### config.mk
export PLATFORM = sky130hd
export DESIGN_NAME = inst_asm_loader
export DESIGN_NICKNAME = d
export VERILOG_FILES = /design/src/rtl/inst_asm_loader.sv
export SDC_FILE = /design/constraint.sdc
export NUM_CORES = 1
export LEC_CHECK = 0
export BUFFER_PORTS_ARGS = -buffer_cell sky130_fd_sc_hd__buf_4
export CAP_MARGIN = 20
export CORE_MARGIN = 2
export CORE_UTILIZATION = 46
export CTS_BUF_LIST = sky130_fd_sc_hd__clkbuf_2
export CTS_CLUSTER_SIZE = 30
export DETAILED_ROUTE_END_ITERATION = 10
export MAX_ROUTING_LAYER = met4
export PLACE_DENSITY = 0.79
export SYNTH_ARGS = -nofsm -noshare
export SYNTH_HDL_FRONTEND = slang
export SYNTH_SLANG_ARGS = --single-unit
### constraint.sdc
create_clock -name clk -period 1.3 [get_ports clk]
set_input_delay 0.195 -clock clk [delete_from_list [all_inputs] [get_ports clk]]
set_output_delay 0.195 -clock clk [all_outputs]
set_load 0.05 [all_outputs]
### src/rtl/inst_asm_loader.sv
// inst_asm_loader: RV32I instruction assembler and instruction-memory loader.
// Symbolic commands arrive over a valid/ready handshake. Each command is
// packed into a 32-bit RV32I word and written to consecutive word addresses.
// Optional build macro ASM_CHECK_EN: when it is defined, out-of-range or
// illegal commands are written as a NOP and raise a sticky err flag.
module inst_asm_loader #(
  parameter int AW = 12
) (
  input  logic          clk,
  input  logic          rstn,
  input  logic          start,
  input  logic [AW-1:0] base_addr,
  input  logic          cmd_valid,
  output logic          cmd_ready,
  input  logic [4:0]    cmd_mn,
  input  logic [4:0]    cmd_rd,
  input  logic [4:0]    cmd_rs1,
  input  logic [4:0]    cmd_rs2,
  input  logic [31:0]   cmd_imm,
  input  logic          cmd_last,
  output logic          im_we,
  output logic [AW-1:0] im_addr,
  output logic [31:0]   im_wdata,
  input  logic          im_wready,
  output logic [AW-2:0] count,
  output logic          done,
  output logic          err
);

  typedef enum logic [1:0] {IDLE, RUN, DRAIN} state_t;

  typedef enum logic [4:0] {
    MN_ADD  = 5'd0,  MN_SUB   = 5'd1,  MN_XOR  = 5'd2,  MN_OR   = 5'd3,
    MN_AND  = 5'd4,  MN_SLL   = 5'd5,  MN_SRL  = 5'd6,  MN_SRA  = 5'd7,
    MN_SLT  = 5'd8,  MN_SLTU  = 5'd9,  MN_ADDI = 5'd10, MN_XORI = 5'd11,
    MN_ORI  = 5'd12, MN_ANDI  = 5'd13, MN_SLLI = 5'd14, MN_SRLI = 5'd15,
    MN_SRAI = 5'd16, MN_SLTI  = 5'd17, MN_SLTIU = 5'd18, MN_LW  = 5'd19,
    MN_SW   = 5'd20, MN_BEQ   = 5'd21, MN_BNE  = 5'd22, MN_BLT  = 5'd23,
    MN_BGE  = 5'd24, MN_BLTU  = 5'd25, MN_BGEU = 5'd26, MN_LUI  = 5'd27,
    MN_JAL  = 5'd28, MN_JALR  = 5'd29
  } mn_t;

  typedef enum logic [3:0] {
    F_R, F_I, F_SH, F_LD, F_ST, F_B, F_U, F_J, F_JR, F_ILL
  } fmt_t;

  state_t      state;
  fmt_t        fmt;
  logic [2:0]  f3;
  logic        alt;
  logic [31:0] enc_word;
  logic [31:0] word;
  logic        bad;
  logic        acc;
  logic        wr_fire;

  assign cmd_ready = (state == RUN) && (!im_we || im_wready);
  assign acc       = cmd_valid && cmd_ready;
  assign wr_fire   = im_we && im_wready;

  // Classify the mnemonic into an instruction format plus funct3 and the bit-30 flag
  always_comb begin
    fmt = F_ILL;
    f3  = 3'b000;
    alt = 1'b0;
    case (mn_t'(cmd_mn))
      MN_ADD:   begin fmt = F_R;  f3 = 3'b000; end
      MN_SUB:   begin fmt = F_R;  f3 = 3'b000; alt = 1'b1; end
      MN_XOR:   begin fmt = F_R;  f3 = 3'b100; end
      MN_OR:    begin fmt = F_R;  f3 = 3'b110; end
      MN_AND:   begin fmt = F_R;  f3 = 3'b111; end
      MN_SLL:   begin fmt = F_R;  f3 = 3'b001; end
      MN_SRL:   begin fmt = F_R;  f3 = 3'b101; end
      MN_SRA:   begin fmt = F_R;  f3 = 3'b101; alt = 1'b1; end
      MN_SLT:   begin fmt = F_R;  f3 = 3'b010; end
      MN_SLTU:  begin fmt = F_R;  f3 = 3'b011; end
      MN_ADDI:  begin fmt = F_I;  f3 = 3'b000; end
      MN_XORI:  begin fmt = F_I;  f3 = 3'b100; end
      MN_ORI:   begin fmt = F_I;  f3 = 3'b110; end
      MN_ANDI:  begin fmt = F_I;  f3 = 3'b111; end
      MN_SLLI:  begin fmt = F_SH; f3 = 3'b001; end
      MN_SRLI:  begin fmt = F_SH; f3 = 3'b101; end
      MN_SRAI:  begin fmt = F_SH; f3 = 3'b101; alt = 1'b1; end
      MN_SLTI:  begin fmt = F_I;  f3 = 3'b010; end
      MN_SLTIU: begin fmt = F_I;  f3 = 3'b011; end
      MN_LW:    begin fmt = F_LD; f3 = 3'b010; end
      MN_SW:    begin fmt = F_ST; f3 = 3'b010; end
      MN_BEQ:   begin fmt = F_B;  f3 = 3'b000; end
      MN_BNE:   begin fmt = F_B;  f3 = 3'b001; end
      MN_BLT:   begin fmt = F_B;  f3 = 3'b100; end
      MN_BGE:   begin fmt = F_B;  f3 = 3'b101; end
      MN_BLTU:  begin fmt = F_B;  f3 = 3'b110; end
      MN_BGEU:  begin fmt = F_B;  f3 = 3'b111; end
      MN_LUI:   begin fmt = F_U;  end
      MN_JAL:   begin fmt = F_J;  end
      MN_JALR:  begin fmt = F_JR; f3 = 3'b000; end
      default:  begin fmt = F_ILL; end
    endcase
  end

  // Pack the fields of the classified format into the RV32I word
  always_comb begin
    enc_word = '0;
    case (fmt)
      F_R:  enc_word = {alt ? 7'b0100000 : 7'b0000000, cmd_rs2, cmd_rs1, f3, cmd_rd, 7'b0110011};
      F_I:  enc_word = {cmd_imm[11:0], cmd_rs1, f3, cmd_rd, 7'b0010011};
      F_SH: enc_word = {alt ? 7'b0100000 : 7'b0000000, cmd_imm[4:0], cmd_rs1, f3, cmd_rd, 7'b0010011};
      F_LD: enc_word = {cmd_imm[11:0], cmd_rs1, f3, cmd_rd, 7'b0000011};
      F_ST: enc_word = {cmd_imm[11:5], cmd_rs2, cmd_rs1, f3, cmd_imm[4:0], 7'b0100011};
      F_B:  enc_word = {cmd_imm[12], cmd_imm[10:5], cmd_rs2, cmd_rs1, f3,
                        cmd_imm[4:1], cmd_imm[11], 7'b1100011};
      F_U:  enc_word = {cmd_imm[31:12], cmd_rd, 7'b0110111};
      F_J:  enc_word = {cmd_imm[20], cmd_imm[10:1], cmd_imm[11], cmd_imm[19:12],
                        cmd_rd, 7'b1101111};
      F_JR: enc_word = {cmd_imm[11:0], cmd_rs1, f3, cmd_rd, 7'b1100111};
      default: enc_word = '0;
    endcase
  end

`ifdef ASM_CHECK_EN
  // Range-check the immediate for the selected format; offenders become a NOP
  always_comb begin
    bad = 1'b0;
    case (fmt)
      F_I, F_LD, F_ST, F_JR: bad = !((&cmd_imm[31:11]) || !(|cmd_imm[31:11]));
      F_SH:  bad = |cmd_imm[31:5];
      F_B:   bad = cmd_imm[0] || !((&cmd_imm[31:12]) || !(|cmd_imm[31:12]));
      F_J:   bad = cmd_imm[0] || !((&cmd_imm[31:20]) || !(|cmd_imm[31:20]));
      F_U:   bad = |cmd_imm[11:0];
      F_ILL: bad = 1'b1;
      default: bad = 1'b0;
    endcase
    word = bad ? 32'h0000_0013 : enc_word;
  end

  // Sticky error flag, cleared when a new session starts
  always_ff @(posedge clk or negedge rstn) begin
    if (!rstn) begin
      err <= 1'b0;
    end else if (state == IDLE && start) begin
      err <= 1'b0;
    end else if (acc && bad) begin
      err <= 1'b1;
    end
  end
`else
  assign bad  = 1'b0;
  assign word = enc_word;
  assign err  = bad;
`endif

  // Session FSM with the single-entry output register and address/count tracking
  always_ff @(posedge clk or negedge rstn) begin
    if (!rstn) begin
      state    <= IDLE;
      im_we    <= 1'b0;
      im_addr  <= '0;
      im_wdata <= '0;
      count    <= '0;
      done     <= 1'b0;
    end else begin
      done <= 1'b0;
      if (wr_fire) begin
        im_addr <= im_addr + AW'(4);
        count   <= count + (AW-1)'(1);
      end
      // A same-edge accept keeps im_we high and overwrites the completed word
      if (acc) begin
        im_wdata <= word;
        im_we    <= 1'b1;
      end else if (wr_fire) begin
        im_we <= 1'b0;
      end
      case (state)
        IDLE: begin
          if (start) begin
            state   <= RUN;
            im_addr <= {base_addr[AW-1:2], 2'b00};
            count   <= '0;
          end
        end
        RUN: begin
          if (acc && cmd_last) state <= DRAIN;
        end
        DRAIN: begin
          if (wr_fire) begin
            state <= IDLE;
            done  <= 1'b1;
          end
        end
        default: state <= IDLE;
      endcase
    end
  end

endmodule
==> impl_metrics.py <==
metrics = {
    "timing": {
        "finClkSkew_ps": 48.9,
        "final.period_utilization": 1.32,
        "worst_pin_slew_ps": 541,
        "slew-limit-headroom": 0.635,
        "rsz0062_at_grt": "true",
        "drv_slew": 0,
        "fmax_mhz": 584,
        "setup_ws_ps": -412,
        "fin_crit_ps": 1710,
        "finalHoldViolCount": 0,
        "setup_tns_ps": -15440,
        "setup_violations": 100,
        "whs_ps": 11.0,
    },
    "critical_path": {
        "worst-r2r-setup-slack_ps": -410,
        "cp_cell_sequence": "nor2b_4 -> buf_4 -> buf_6 -> and3_4 -> and2_2 -> a22oi_1 -> nand2_1",
        "path_class": "reg -> reg",
        "cp_max_fo": 5,
        "r2r_cells": 7,
        "slowest_stage": "dfrtp_1",
        "r2r-start": "state[0]",
        "cp-end-kind": "flop",
        "critPathLaunchType": "flop",
        "worst_ep_required_time_ps": 1720,
        "timing.rr.end": "im_wdata[27]",
        "arrival_ps": 2130,
        "slowest_delay_ps": 480,
    },
    "grt": {
        "grt_max_degree": 32,
        "globalRouteOverflowTotal": 0,
        "grt_use_met3": 0.0397,
        "grt_use_met1": 0.318,
        "busiest_layer": "met2",
        "grt_pass1_wl_um": 17300,
        "groute.layer.met2.usage": 0.537,
        "grt_pass1_vias": 3743,
        "grt_usage": 0.286,
        "antenna_found_initial": 1,
    },
    "yosys": {
        "ys_seq_elements": 56,
        "async_reset_ff_frac": 1.00,
        "yosysWarnings": 0,
        "synth-edff-count": 0,
        "yosysUniqueCellTypes": 63,
        "netlist_area_um2": 3360,
        "ys_seq_area_frac": 0.417,
        "postSynthCellCount": 384,
        "syn_avg_cell_area_um2": 8.75,
        "ys.flop_type": "dfrtp_1",
    },
    "final_layout": {
        "fin_area_um2": 6140,
        "syn_to_final_growth_pct": 82.7,
        "mostFrequentLayoutCells": "buf_4 (153), nand2_1 (68), buf_6 (67)",
        "final_common_cell": "buf_4",
        "final_util": 0.855,
        "fin_nets": 701,
        "final_cells": 730,
        "drive_above_1_share": 0.500,
    },
    "hold_path": {
        "min-delay-start": "cmd_imm[11]",
        "hold_end": "im_wdata[31]",
        "min_delay_path_depth": 3,
        "hp-class": "in -> reg",
    },
    "floorplanning": {
        "die-area_um2": 8000,
        "fp-row-count": 31,
        "core_um2": 7180,
        "die_w_um": 89.4,
        "start_util": 0.468,
        "io_pins": 129,
        "die_h_um": 89.4,
    },
    "routing": {
        "drt_iter0_markers": 470,
        "vias": 4413,
        "wl_um": 16600,
        "drc_errors": 0,
        "wl_per_cell_um": 22.7,
        "ant_nets": 0,
        "viasPerCell": 6.05,
        "firstDrtPassIters": 6,
    },
    "placed_design": {
        "post_dp_cell_area_um2": 4730,
        "portBuffers": 123,
        "hpwlAfterDp_um": 7560,
        "dp.cells": 638,
        "dp_slack_ps": -192,
        "gp_congestion": 0.907,
    },
    "clock_tree": {
        "cts_tree": "done",
        "tritoncts.num_buffers": 5,
        "cts-root-buf": "clkbuf_2",
        "cts_buffer_depth": 2,
        "clkLatencyLatePin_ps": 510,
        "path_clk_slew_ps": 290,
        "cts.sinks": 56,
        "htree_levels": 2,
    },
    "power": {
        "power.total_mw": 12.4,
        "pwr_density_cell_nw_per_um2": 2030,
        "ir_drop_v": 0.00132,
        "p_leak_nw": 2.87,
    },
    "outcome": {
        "violations": "negative setup slack",
        "status": "finished with violations",
    },
    "flow_run": {
        "maxCapViolCount": 0,
    },
}
metal layers:
metal  share of wire  routed length (µm)  vias up
li1                -                   -     1859
met1            0.34                5550     2071
met2            0.49                8110      349
met3            0.10                1660      134
met4           0.075                1250        0
met5               0                   0        -
worst max-delay path by stage:
stage | from | endpoint | slack (ps)
final | state[0] | im_wdata[27] | -410
after global routing | state[0] | im_wdata[27] | -440
after CTS | im_we | cmd_ready | -260
after detailed placement | cmd_mn[4] | im_wdata[22] | -190
after global placement | im_we | im_wdata[31] | -130
after floorplan | im_we | count[10] | -280
synth_stat cells (2+ instances only):
cell	n	area share
clkbuf_1	6	0.0067
and3_1	4	0.0075
a31oi_1	4	0.0075
o211ai_1	2	0.0045
a22oi_1	11	0.025
nand2_1	74	0.083
inv_1	9	0.010
nor3b_1	2	0.0045
buf_2	7	0.010
o21a_1	4	0.0089
nand3b_1	2	0.0045
buf_4	13	0.029
o31ai_1	6	0.013
dfrtp_1	56	0.42
o311ai_0	2	0.0052
a32o_1	3	0.0089
a21oi_1	25	0.037
ha_1	2	0.0075
nand4_1	3	0.0056
or3_1	4	0.0075
o21ai_0	39	0.058
nand2b_1	7	0.013
xnor2_1	4	0.010
o21ai_1	6	0.0089
and2_1	4	0.0075
nor2b_1	3	0.0056
a221o_1	5	0.015
a22o_1	2	0.0052
nor2_1	19	0.021
a32oi_1	2	0.0052
o22ai_1	5	0.0093
nand3_1	5	0.0075
xor2_1	12	0.031
o221ai_1	3	0.0078
critical path: cells and delay by family (launching register included):
family,cells,cell delay (ps)
AOI/OAI and AO/OA,1,260
and+or+nand+nor,4,660
DFF,1,480
buffers and inverters,2,230
flip-flops by register name, summed over array words and instances (netlist names):
| register | cells |
|---|---|
| done | 1 |
| im_we | 1 |
| im_wdata | 31 |
| count | 11 |
| im_addr | 10 |
| state | 2 |
cells by family (layout without fill, tap and decap cells):
| family | Yosys count | count (layout) | synth area share |
|---|---|---|---|
| adders and majority gates | 2 | 2 | 0.00745 |
| DFF | 56 | 56 | 0.417 |
| xor gates and xnor gates | 16 | 16 | 0.0417 |
| muxes | 1 | 1 | 0.00298 |
| AOI/OAI and AO/OA | 129 | 129 | 0.257 |
| and+or+nand+nor | 141 | 141 | 0.206 |
| buffers and inverters | 38 | 282 | 0.0667 |
| other | 1 | 4 | 0.00112 |
cell type report:
| type | instances | area [µm²] |
|---|---|---|
| Tap cell | 99 | 124 |
| Fill cell | 325 | 1040 |
| Inverter | 10 | 37.5 |
| Antenna cell | 1 | 2.50 |
| Sequential cell | 56 | 1420 |
| Clock buffer | 5 | 25.0 |
| Timing Repair Buffer | 264 | 2500 |
| Multi-Input combinational cell | 292 | 1990 |
| Clock inverter | 3 | 42.5 |
report_power, final:
| group | internal [mW] | leakage [nW] | switching [mW] |
|---|---|---|---|
| clock | 0.322 | 0.0406 | 0.599 |
| sequential | 2.41 | 0.703 | 0.635 |
| combinational | 3.55 | 2.12 | 4.92 |
| total | 6.29 | 2.87 | 6.15 |
timing repair:
item	in CTS	in global routing
setup endpoints to repair	62	110
cloned	1	4
hold buffers	26	1
setup buffers	29	24
hold endpoints to repair	76	1
resized for setup	74	91
pin swaps	17	25
(Power assumes the default switching activity.)
